### config.mk
export PLATFORM = sky130hd
export DESIGN_NAME = bldc_hall_emulator
export DESIGN_NICKNAME = d
export VERILOG_FILES = /design/src/rtl/bldc_hall_pkg.sv /design/src/rtl/bldc_step_timer.sv /design/src/rtl/bldc_hall_emulator.sv
export SDC_FILE = /design/constraint.sdc
export NUM_CORES = 1
export LEC_CHECK = 0
export BUFFER_PORTS_ARGS = -buffer_cell sky130_fd_sc_hd__buf_2
export CORE_MARGIN = 2
export CORE_UTILIZATION = 25
export DETAILED_ROUTE_END_ITERATION = 12
export GPL_ROUTABILITY_DRIVEN = 0
export GPL_TIMING_DRIVEN = 0
export SLEW_MARGIN = 30
export SYNTH_ARGS = -nofsm -noshare
export SYNTH_HDL_FRONTEND = slang
export SYNTH_HIERARCHICAL = 1
export SYNTH_SLANG_ARGS = --single-unit
### constraint.sdc
create_clock -name clk -period 7.6 [get_ports clk]
set_input_delay 1.52 -clock clk [delete_from_list [all_inputs] [get_ports clk]]
set_output_delay 1.52 -clock clk [all_outputs]
set_load 0.02 [all_outputs]
### src/rtl/bldc_hall_pkg.sv
// Shared hall-code definitions for the BLDC hall emulator and hall counter.
// Holds the six valid codes, the sequencer state encoding and the index-stepping helpers.
package bldc_hall_pkg;

    localparam logic [2:0] HALL_STEP_1 = 3'b101;
    localparam logic [2:0] HALL_STEP_2 = 3'b100;
    localparam logic [2:0] HALL_STEP_3 = 3'b110;
    localparam logic [2:0] HALL_STEP_4 = 3'b010;
    localparam logic [2:0] HALL_STEP_5 = 3'b011;
    localparam logic [2:0] HALL_STEP_6 = 3'b001;
    localparam logic [2:0] HALL_INVALID = 3'b000;
    localparam logic [2:0] IDX_LAST = 3'd5;

    typedef enum logic {
        ST_IDLE = 1'b0,
        ST_RUN  = 1'b1
    } emu_state_t;

    function automatic logic [2:0] hall_code(input logic [2:0] index);
        logic [2:0] code;
        case (index)
            3'd0:    code = HALL_STEP_1;
            3'd1:    code = HALL_STEP_2;
            3'd2:    code = HALL_STEP_3;
            3'd3:    code = HALL_STEP_4;
            3'd4:    code = HALL_STEP_5;
            3'd5:    code = HALL_STEP_6;
            default: code = HALL_STEP_1;
        endcase
        return code;
    endfunction

    // dir = 1 walks the table upward; both directions wrap within 0..5.
    function automatic logic [2:0] next_index(input logic [2:0] index, input logic dir);
        logic [2:0] nxt;
        if (dir) begin
            nxt = (index >= IDX_LAST) ? 3'd0 : index + 3'd1;
        end else begin
            nxt = (index == 3'd0) ? IDX_LAST : index - 3'd1;
        end
        return nxt;
    endfunction

endpackage

### src/rtl/bldc_step_timer.sv
// Loadable down-counter that flags expiry when it sits at zero while enabled.
// Intended for reuse by commutation and PWM sequencers.
module bldc_step_timer #(
    parameter int PERIOD_WIDTH = 16
) (
    input  logic                    clk,
    input  logic                    reset,
    input  logic                    i_load,
    input  logic [PERIOD_WIDTH-1:0] i_load_value,
    input  logic                    i_enable,
    output logic                    o_expire,
    output logic [PERIOD_WIDTH-1:0] o_count
);

    logic [PERIOD_WIDTH-1:0] r_count;

    assign o_expire = i_enable && (r_count == '0);
    assign o_count  = r_count;

    // Load has priority so an expiry can reload in the same cycle.
    always_ff @(posedge clk) begin
        if (reset) begin
            r_count <= '0;
        end else if (i_load) begin
            r_count <= i_load_value;
        end else if (i_enable && (r_count != '0)) begin
            r_count <= r_count - 1'b1;
        end
    end

endmodule

### src/rtl/bldc_hall_emulator.sv
// Emits bursts of 6-step BLDC hall codes, one transition per commanded period.
// Optional HALL_EMU_FAULT_EN adds fault_inject, which forces hall to 000 without disturbing the sequencer.
module bldc_hall_emulator
    import bldc_hall_pkg::*;
#(
    parameter int PERIOD_WIDTH = 16,
    parameter int STEPS_WIDTH  = 8
) (
    input  logic                    clk,
    input  logic                    reset,
    input  logic                    cmd_valid,
    output logic                    cmd_ready,
    input  logic                    cmd_dir,
    input  logic [STEPS_WIDTH-1:0]  cmd_steps,
    input  logic [PERIOD_WIDTH-1:0] cmd_period,
    input  logic                    abort,
`ifdef HALL_EMU_FAULT_EN
    input  logic                    fault_inject,
`endif
    output logic [2:0]              hall,
    output logic [2:0]              step_index,
    output logic                    busy,
    output logic                    done
);

    emu_state_t              r_state;
    logic                    r_dir;
    logic [PERIOD_WIDTH-1:0] r_period_m1;
    logic [STEPS_WIDTH-1:0]  r_remaining;
    logic [2:0]              r_step_index;
    logic [2:0]              r_hall;
    logic                    r_busy;
    logic                    r_done;

    logic                    w_accept;
    logic                    w_run;
    logic                    w_step;
    logic                    w_timer_load;
    logic [PERIOD_WIDTH-1:0] w_cmd_period_m1;
    logic [PERIOD_WIDTH-1:0] w_timer_value;
    logic [PERIOD_WIDTH-1:0] w_timer_count;
    logic [2:0]              w_index_next;
    logic                    w_fault;

    assign cmd_ready = (r_state == ST_IDLE) && !reset;
    assign w_accept  = cmd_valid && cmd_ready;
    assign w_run     = (r_state == ST_RUN);

    // A zero period behaves as one clock per step, so reload value saturates at 0.
    assign w_cmd_period_m1 = (cmd_period == '0) ? '0 : cmd_period - 1'b1;
    assign w_timer_load    = (w_accept && (cmd_steps != '0)) || w_step;
    assign w_timer_value   = w_accept ? w_cmd_period_m1 : r_period_m1;

`ifdef HALL_EMU_FAULT_EN
    assign w_fault = fault_inject;
`else
    assign w_fault = 1'b0;
`endif

    // Abort gates the timer enable, so a coinciding expiry never emits its step.
    bldc_step_timer #(
        .PERIOD_WIDTH (PERIOD_WIDTH)
    ) u_step_timer (
        .clk          (clk),
        .reset        (reset),
        .i_load       (w_timer_load),
        .i_load_value (w_timer_value),
        .i_enable     (w_run && !abort),
        .o_expire     (w_step),
        .o_count      (w_timer_count)
    );

    assign w_index_next = w_step ? next_index(r_step_index, r_dir) : r_step_index;

    always_ff @(posedge clk) begin
        if (reset) begin
            r_state      <= ST_IDLE;
            r_dir        <= 1'b0;
            r_period_m1  <= '0;
            r_remaining  <= '0;
            r_step_index <= 3'd0;
            r_hall       <= HALL_STEP_1;
            r_busy       <= 1'b0;
            r_done       <= 1'b0;
        end else begin
            r_done       <= 1'b0;
            r_step_index <= w_index_next;
            r_hall       <= w_fault ? HALL_INVALID : hall_code(w_index_next);
            case (r_state)
                ST_IDLE: begin
                    if (w_accept) begin
                        r_dir       <= cmd_dir;
                        r_period_m1 <= w_cmd_period_m1;
                        r_remaining <= cmd_steps;
                        if (cmd_steps == '0) begin
                            r_done <= 1'b1;
                        end else begin
                            r_state <= ST_RUN;
                            r_busy  <= 1'b1;
                        end
                    end
                end
                ST_RUN: begin
                    if (abort) begin
                        r_state <= ST_IDLE;
                        r_busy  <= 1'b0;
                    end else if (w_step) begin
                        r_remaining <= r_remaining - 1'b1;
                        if (r_remaining == STEPS_WIDTH'(1)) begin
                            r_state <= ST_IDLE;
                            r_busy  <= 1'b0;
                            r_done  <= 1'b1;
                        end
                    end
                end
                default: begin
                    r_state <= ST_IDLE;
                    r_busy  <= 1'b0;
                end
            endcase
        end
    end

    assign hall       = r_hall;
    assign step_index = r_step_index;
    assign busy       = r_busy;
    assign done       = r_done;

endmodule

# Word level (Yosys, flattened, before mapping)
# Cells that the tools add are included.
# word_totals
in_bits	29
ff_bits	50
wordCells	78
# classes
reduce_logical	19
n_mux	31
n_eq_ne	12
n_bitwise	1
magnitude_cmp	1
addsub	5
# op_table
op	count
16-bit two-way mux	4
16-bit zero test	2
16-bit by 1-bit subtractor with 16-bit output (second input constant)	2
8-bit two-way mux	3
8-bit one-hot mux with 2 select lines	1
16-bit nonzero test	1
1-bit two-way mux	15
3-bit one-hot mux with 5 select lines	1
3-bit two-way mux	4
8-bit by 1-bit equality test with 1-bit output (second input constant)	1
8-bit zero test	1
8-bit nonzero test	1
8-bit by 1-bit subtractor with 8-bit output (second input constant)	1
3-bit by 2-bit equality test with 1-bit output (second input constant)	2
3-bit equality test (second input constant)	2
1-bit logical AND	6
2-bit inequality test (second input constant)	3
3-bit by 2-bit inequality test with 1-bit output (second input constant)	2
1-bit one-hot mux with 2 select lines	3
4-bit AND reduction	1
3-bit by 1-bit adder with 3-bit output (second input constant)	1
3-bit by 1-bit equality test with 1-bit output (second input constant)	1
3-bit greater-or-equal comparator (second input constant)	1
3-bit zero test	1
8 further kinds	9

# Depth between registers and ports, before layout
# depth
word_depth	6
ltp_mapped	12

# By module
# The synthesis kept the hierarchy.
# by_module_without_submodules
module	area_per_inst_um2	instances	cells_each
bldc_hall_emulator	2001.9	1	249
bldc_step_timer	965.9	1	117

# Worst setup path before layout
# No wires, ideal clock.
# synth_timing
kind	input to register
startpoint	input port reset
endpoint	register u_step_timer.r_count[4], in the netlist u_step_timer/o_count[4]
t_arrival_ns	3.655
slack_ns	3.817
setup_time_ns	0.128
stages	10
required_ns	7.472
cell_sequence	buf_6 > or3b_1 > buf_2 > buf_2 > buf_2 > o21ai_0 > clkinv_1 > clkbuf_1 > mux2i_1 > nor2_1
# synth_via
elab_chain_cells	6
# synth_lines
element	line_no	text
start, declared	bldc_hall_emulator.sv:10	input logic reset,
1-bit zero test (*)	bldc_hall_emulator.sv:45	assign cmd_ready = (r_state == ST_IDLE) && !reset;
1-bit logical AND (*)	bldc_hall_emulator.sv:45	
1-bit logical AND (*)	bldc_hall_emulator.sv:46	assign w_accept = cmd_valid && cmd_ready;
1-bit logical AND (*)	bldc_hall_emulator.sv:51	assign w_timer_load = (w_accept && (cmd_steps != '0)) || w_step;
1-bit logical OR (*)	bldc_hall_emulator.sv:51	
via w_timer_load	bldc_hall_emulator.sv:38	logic w_timer_load;
16-bit two-way mux or 2-bit nonzero test (tied branches)	--	
end signal, assigned	bldc_step_timer.sv:25	r_count <= i_load_value;
end signal, assigned	bldc_step_timer.sv:27	r_count <= r_count - 1'b1;
end, declared	bldc_step_timer.sv:15	logic [PERIOD_WIDTH-1:0] r_count;
# Mark *: on every way through the listed nets, which the timed path passes. The rest lies on a longest branch.
# A chain may end at the register's enable or synchronous reset.

# Worst setup path after layout
# layout_timing
startpoint	input port reset
endpoint	register u_step_timer.r_count[14], in the netlist u_step_timer/o_count[14]
# The elaborated chain is that of the path after synthesis.

==> flow_summary.rst <==
.. list-table::
   :header-rows: 1

   * - Metric
     - Value
   * - Async SR Flop Fraction
     - 0
   * - Most frequently used flop master after synthesis
     - sky130_fd_sc_hd__dfxtp_1
   * - Number of iterations in the first detailed-routing pass
     - 4
   * - Syn nets
     - 404
   * - Number of I/O pins
     - 38
   * - Critical path class
     - in -> reg
   * - Wire length per cell
     - approximately 13 um
   * - Total number of nets in the final design
     - between 400 and 500
   * - Total via count after detailed routing
     - about 2800
   * - Largest net degree at the start of global routing
     - 16
   * - Clk root buf
     - sky130_fd_sc_hd__clkbuf_16
   * - Sum of negative setup slack
     - 0 ns
   * - Largest area contributor in the netlist
     - sky130_fd_sc_hd__dfxtp_1
   * - Number of enable-type register cells in the synthesized netlist
     - 0
   * - Antenna-violating nets left
     - 0
   * - Pwr Total
     - ~0.67 mW
   * - Final hold violation count
     - 0
   * - TritonCTS sink count
     - 50
   * - Proportion of total power due to net switching
     - 0.2941
   * - Count of routing violations after the opening detailed-route iteration
     - around 140
   * - Sequential share of power
     - 0.444
   * - Part of the power in combinational logic
     - 0.215
   * - Num CTS Buffers
     - 5
   * - CTS tree
     - done
   * - Result of the run
     - complete, no violations
   * - Startpoint class of the critical path
     - input port
   * - Total net switching power
     - 0.1960 mW
   * - Internal Pwr Total
     - about 0.47 mW
   * - Cell types with the highest counts after synthesis
     - sky130_fd_sc_hd__dfxtp_1 (50), sky130_fd_sc_hd__nor2_1 (48), sky130_fd_sc_hd__nand2_1 (32)
   * - Remaining routing DRC violations
     - 0
   * - Worst path arrival time
     - approximately 4.3 ns
   * - Area of the die
     - roughly 13000 um2
   * - Post CTS Setup Buffer Count
     - 0
   * - Worst vdd ir
     - between 0.00008 and 0.00009 V
   * - Most frequent cell after synthesis
     - sky130_fd_sc_hd__dfxtp_1
   * - Fraction of final layout cells with drive strength greater than 1
     - 0.1683
   * - Kind of path behind the tightest hold check
     - reg -> reg
   * - Register-to-Register Path Depth
     - 12
   * - Number of different library cells in the post-synthesis netlist
     - between 60 and 70
   * - Final period demand of the worst path
     - about 4.2 ns
   * - Vias per cell
     - approximately 5.0
   * - Total overflow reported by the global router
     - 0
   * - Chip Height
     - approximately 110 um
   * - Leakage component of the power
     - approximately 1.4 nW
   * - Clock-pin slew on the worst setup and hold paths
     - approximately 0.070 ns
   * - Number of max-capacitance violations reported
     - 0
   * - Final Max Slew Viols
     - 0
   * - Reg2reg setup slack
     - ~4.2 ns
   * - Routed wire length
     - roughly 7400 um
   * - Via count of the first global-routing pass
     - ~2700
   * - Number of instances on the worst hold path
     - 1
   * - Worst-case clock buffer depth
     - 2
   * - Row cnt
     - 39
   * - Initial core utilization
     - 0.2577
   * - Post-Synthesis Cell Area
     - roughly 3000 um2
   * - Sum of net half-perimeters after detailed placement
     - 5819 um
   * - Sequential fraction of the synthesis area
     - 0.3373
   * - Period utilisation layout
     - 0.5481
   * - Number of cells produced by synthesis
     - between 300 and 400
   * - First-pass GRT wire length
     - about 13000 um
   * - Post-synthesis register bit count
     - 50
   * - Layout filler cell count
     - about 1200
   * - Relative slew slack
     - 0.3869
   * - Clk network pwr share
     - 0.340
   * - Total power per unit cell area
     - around 190 nW/um2
   * - CTS hold repair buffers
     - 0
   * - Maximum frequency from static timing analysis
     - about 0.24 GHz
   * - Width of the die
     - 113.0 um
   * - Global-route usage over all layers
     - 0.1186
   * - Mean instance size in the synthesized netlist
     - 8.109 um2
   * - Count of buffers from port buffering
     - 36
   * - Worst skew pair latency
     - slightly below 0.3 ns
   * - Unrepaired setup endpoints after global routing
     - no
   * - Top cell type's share of synthesized area
     - 0.3373
   * - Post-cts gate resize count
     - 0
   * - Placeable core region
     - 11520 um2
   * - Number of synthesis warnings
     - 6
   * - Data required time of the worst path
     - between 7 and 8 ns
   * - Count of endpoints failing setup in the final report
     - 0
   * - Peak fanout along the critical path
     - 10
   * - Ant diodes
     - 0
   * - Capturing element type of the critical path
     - register
   * - Worst clock skew
     - 0.006538 ns
   * - Top cells by area, synth
     - sky130_fd_sc_hd__dfxtp_1 (34%), sky130_fd_sc_hd__nor2_1 (6.1%), sky130_fd_sc_hd__a21o_1 (4.0%), sky130_fd_sc_hd__nand2_1 (4.0%), sky130_fd_sc_hd__ha_1 (3.8%)
   * - Area growth syn-to-layout
     - 17.20%
   * - Least-Margin Pin Slew
     - around 0.91 ns
   * - Number of antenna violations at the first check in global routing
     - 0
   * - Max H-tree Level
     - 2
[flip-flops by register name (all words and copies together), names as in the netlist]
signal / count
r_state: 1
u_step_timer/o_count: 16
r_period_m1: 16
r_dir: 1
hall: 3
step_index: 3
busy: 1
done: 1
r_remaining: 8
[placed cells by master (no fill, tap or decap), drive strengths merged, types with 4 or more instances in the layout]
cell type / count
dfxtp: 50
nor2: 48
buf: 44
nand2: 33
o21ai: 20
a21oi: 17
a21o: 16
a211oi: 15
nor3: 15
inv: 14
clkbuf: 13
xnor2: 12
nand3: 10
xor2: 9
ha: 9
nor4: 7
and2: 6
mux2i: 5
or3: 5
nand4: 4
nand3b: 4
o22ai: 4
[cells by family (layout without fill, tap and decap cells)]
logic type / after synthesis / in the layout / synth area share
xor gates and xnor gates: 21 / 21 / 0.06197
muxes: 5 / 5 / 0.01686
AOI/OAI and AO/OA: 96 / 96 / 0.2260
and+or+nand+nor: 154 / 154 / 0.2732
adders and majority gates: 9 / 9 / 0.03794
buffers and inverters: 31 / 75 / 0.04679
DFF: 50 / 50 / 0.3373
[routing by layer]
metal  vias up  track usage  part of all wire
li1       1405            -                 -
met1      1309       0.1539              0.47
met2        55       0.2112              0.49
met3         8      0.01821             0.033
met4         0      0.02114            0.0066
met5         -            0                 0
[power groups by stage]
| stage | Clock [mW] | Sequential (mW) | Combinational (mW) |
|---|---|---|---|
| after floorplan | 0 | 0.302 | 0.100 |
| after global placement | 0 | 0.301 | 0.141 |
| after detailed placement | 0 | 0.302 | 0.143 |
| after CTS | 0.231 | 0.296 | 0.144 |
| after global routing | 0.241 | 0.299 | 0.162 |
| final | 0.227 | 0.296 | 0.144 |
[critical path, cell delays in order]
cell and delay [ns]:
sky130_fd_sc_hd__buf_6 0.12, sky130_fd_sc_hd__or3b_1 0.35, sky130_fd_sc_hd__buf_2 0.16, sky130_fd_sc_hd__buf_2 0.18, sky130_fd_sc_hd__buf_2 0.20, sky130_fd_sc_hd__o21ai_0 0.74
sky130_fd_sc_hd__clkinv_1 0.42, sky130_fd_sc_hd__clkbuf_1 0.35, sky130_fd_sc_hd__nor2_1 0.21, sky130_fd_sc_hd__nor3_1 0.06
[final timing paths]
| kind | from | to |
|---|---|---|
| max reg2reg | r_state | u_step_timer/o_count[14] |
| min reg2reg | r_period_m1[7] | r_period_m1[7] |
| max | reset | u_step_timer/o_count[14] |
| min | r_period_m1[7] | r_period_m1[7] |
[metrics by stage]
stage / instances / util / hold WS [ns] / setup WS (ns) / instance area, um2
after floorplan: 366 / - / 0.4249 / 3.817 / 2968
after global placement: 545 / 0.2889 / 0.4333 / 3.147 / 3327
after detailed placement: 545 / 0.2889 / 0.4397 / 3.165 / 3327
after CTS: 553 / 0.3020 / 0.4541 / 3.447 / 3478
after global routing: 553 / 0.3020 / 0.4710 / 3.185 / 3478
final: 553 / 0.3020 / 0.4526 / 3.435 / 3478
[area by class of cell]
class / instances / area (um2) / share of cell area
Clock inverter: 2 / 12.51 / 0.003597
Tap cell: 143 / 178.9 / 0.05144
Buffer: 15 / 78.83 / 0.02266
Inverter: 16 / 60.06 / 0.01727
Multi-Input combinational cell: 285 / 1828 / 0.5255
Clock buffer: 6 / 138.9 / 0.03993
Timing Repair Buffer: 36 / 180.2 / 0.05180
Sequential cell: 50 / 1001 / 0.2878
Note: power is estimated with default switching activity, not from simulation.
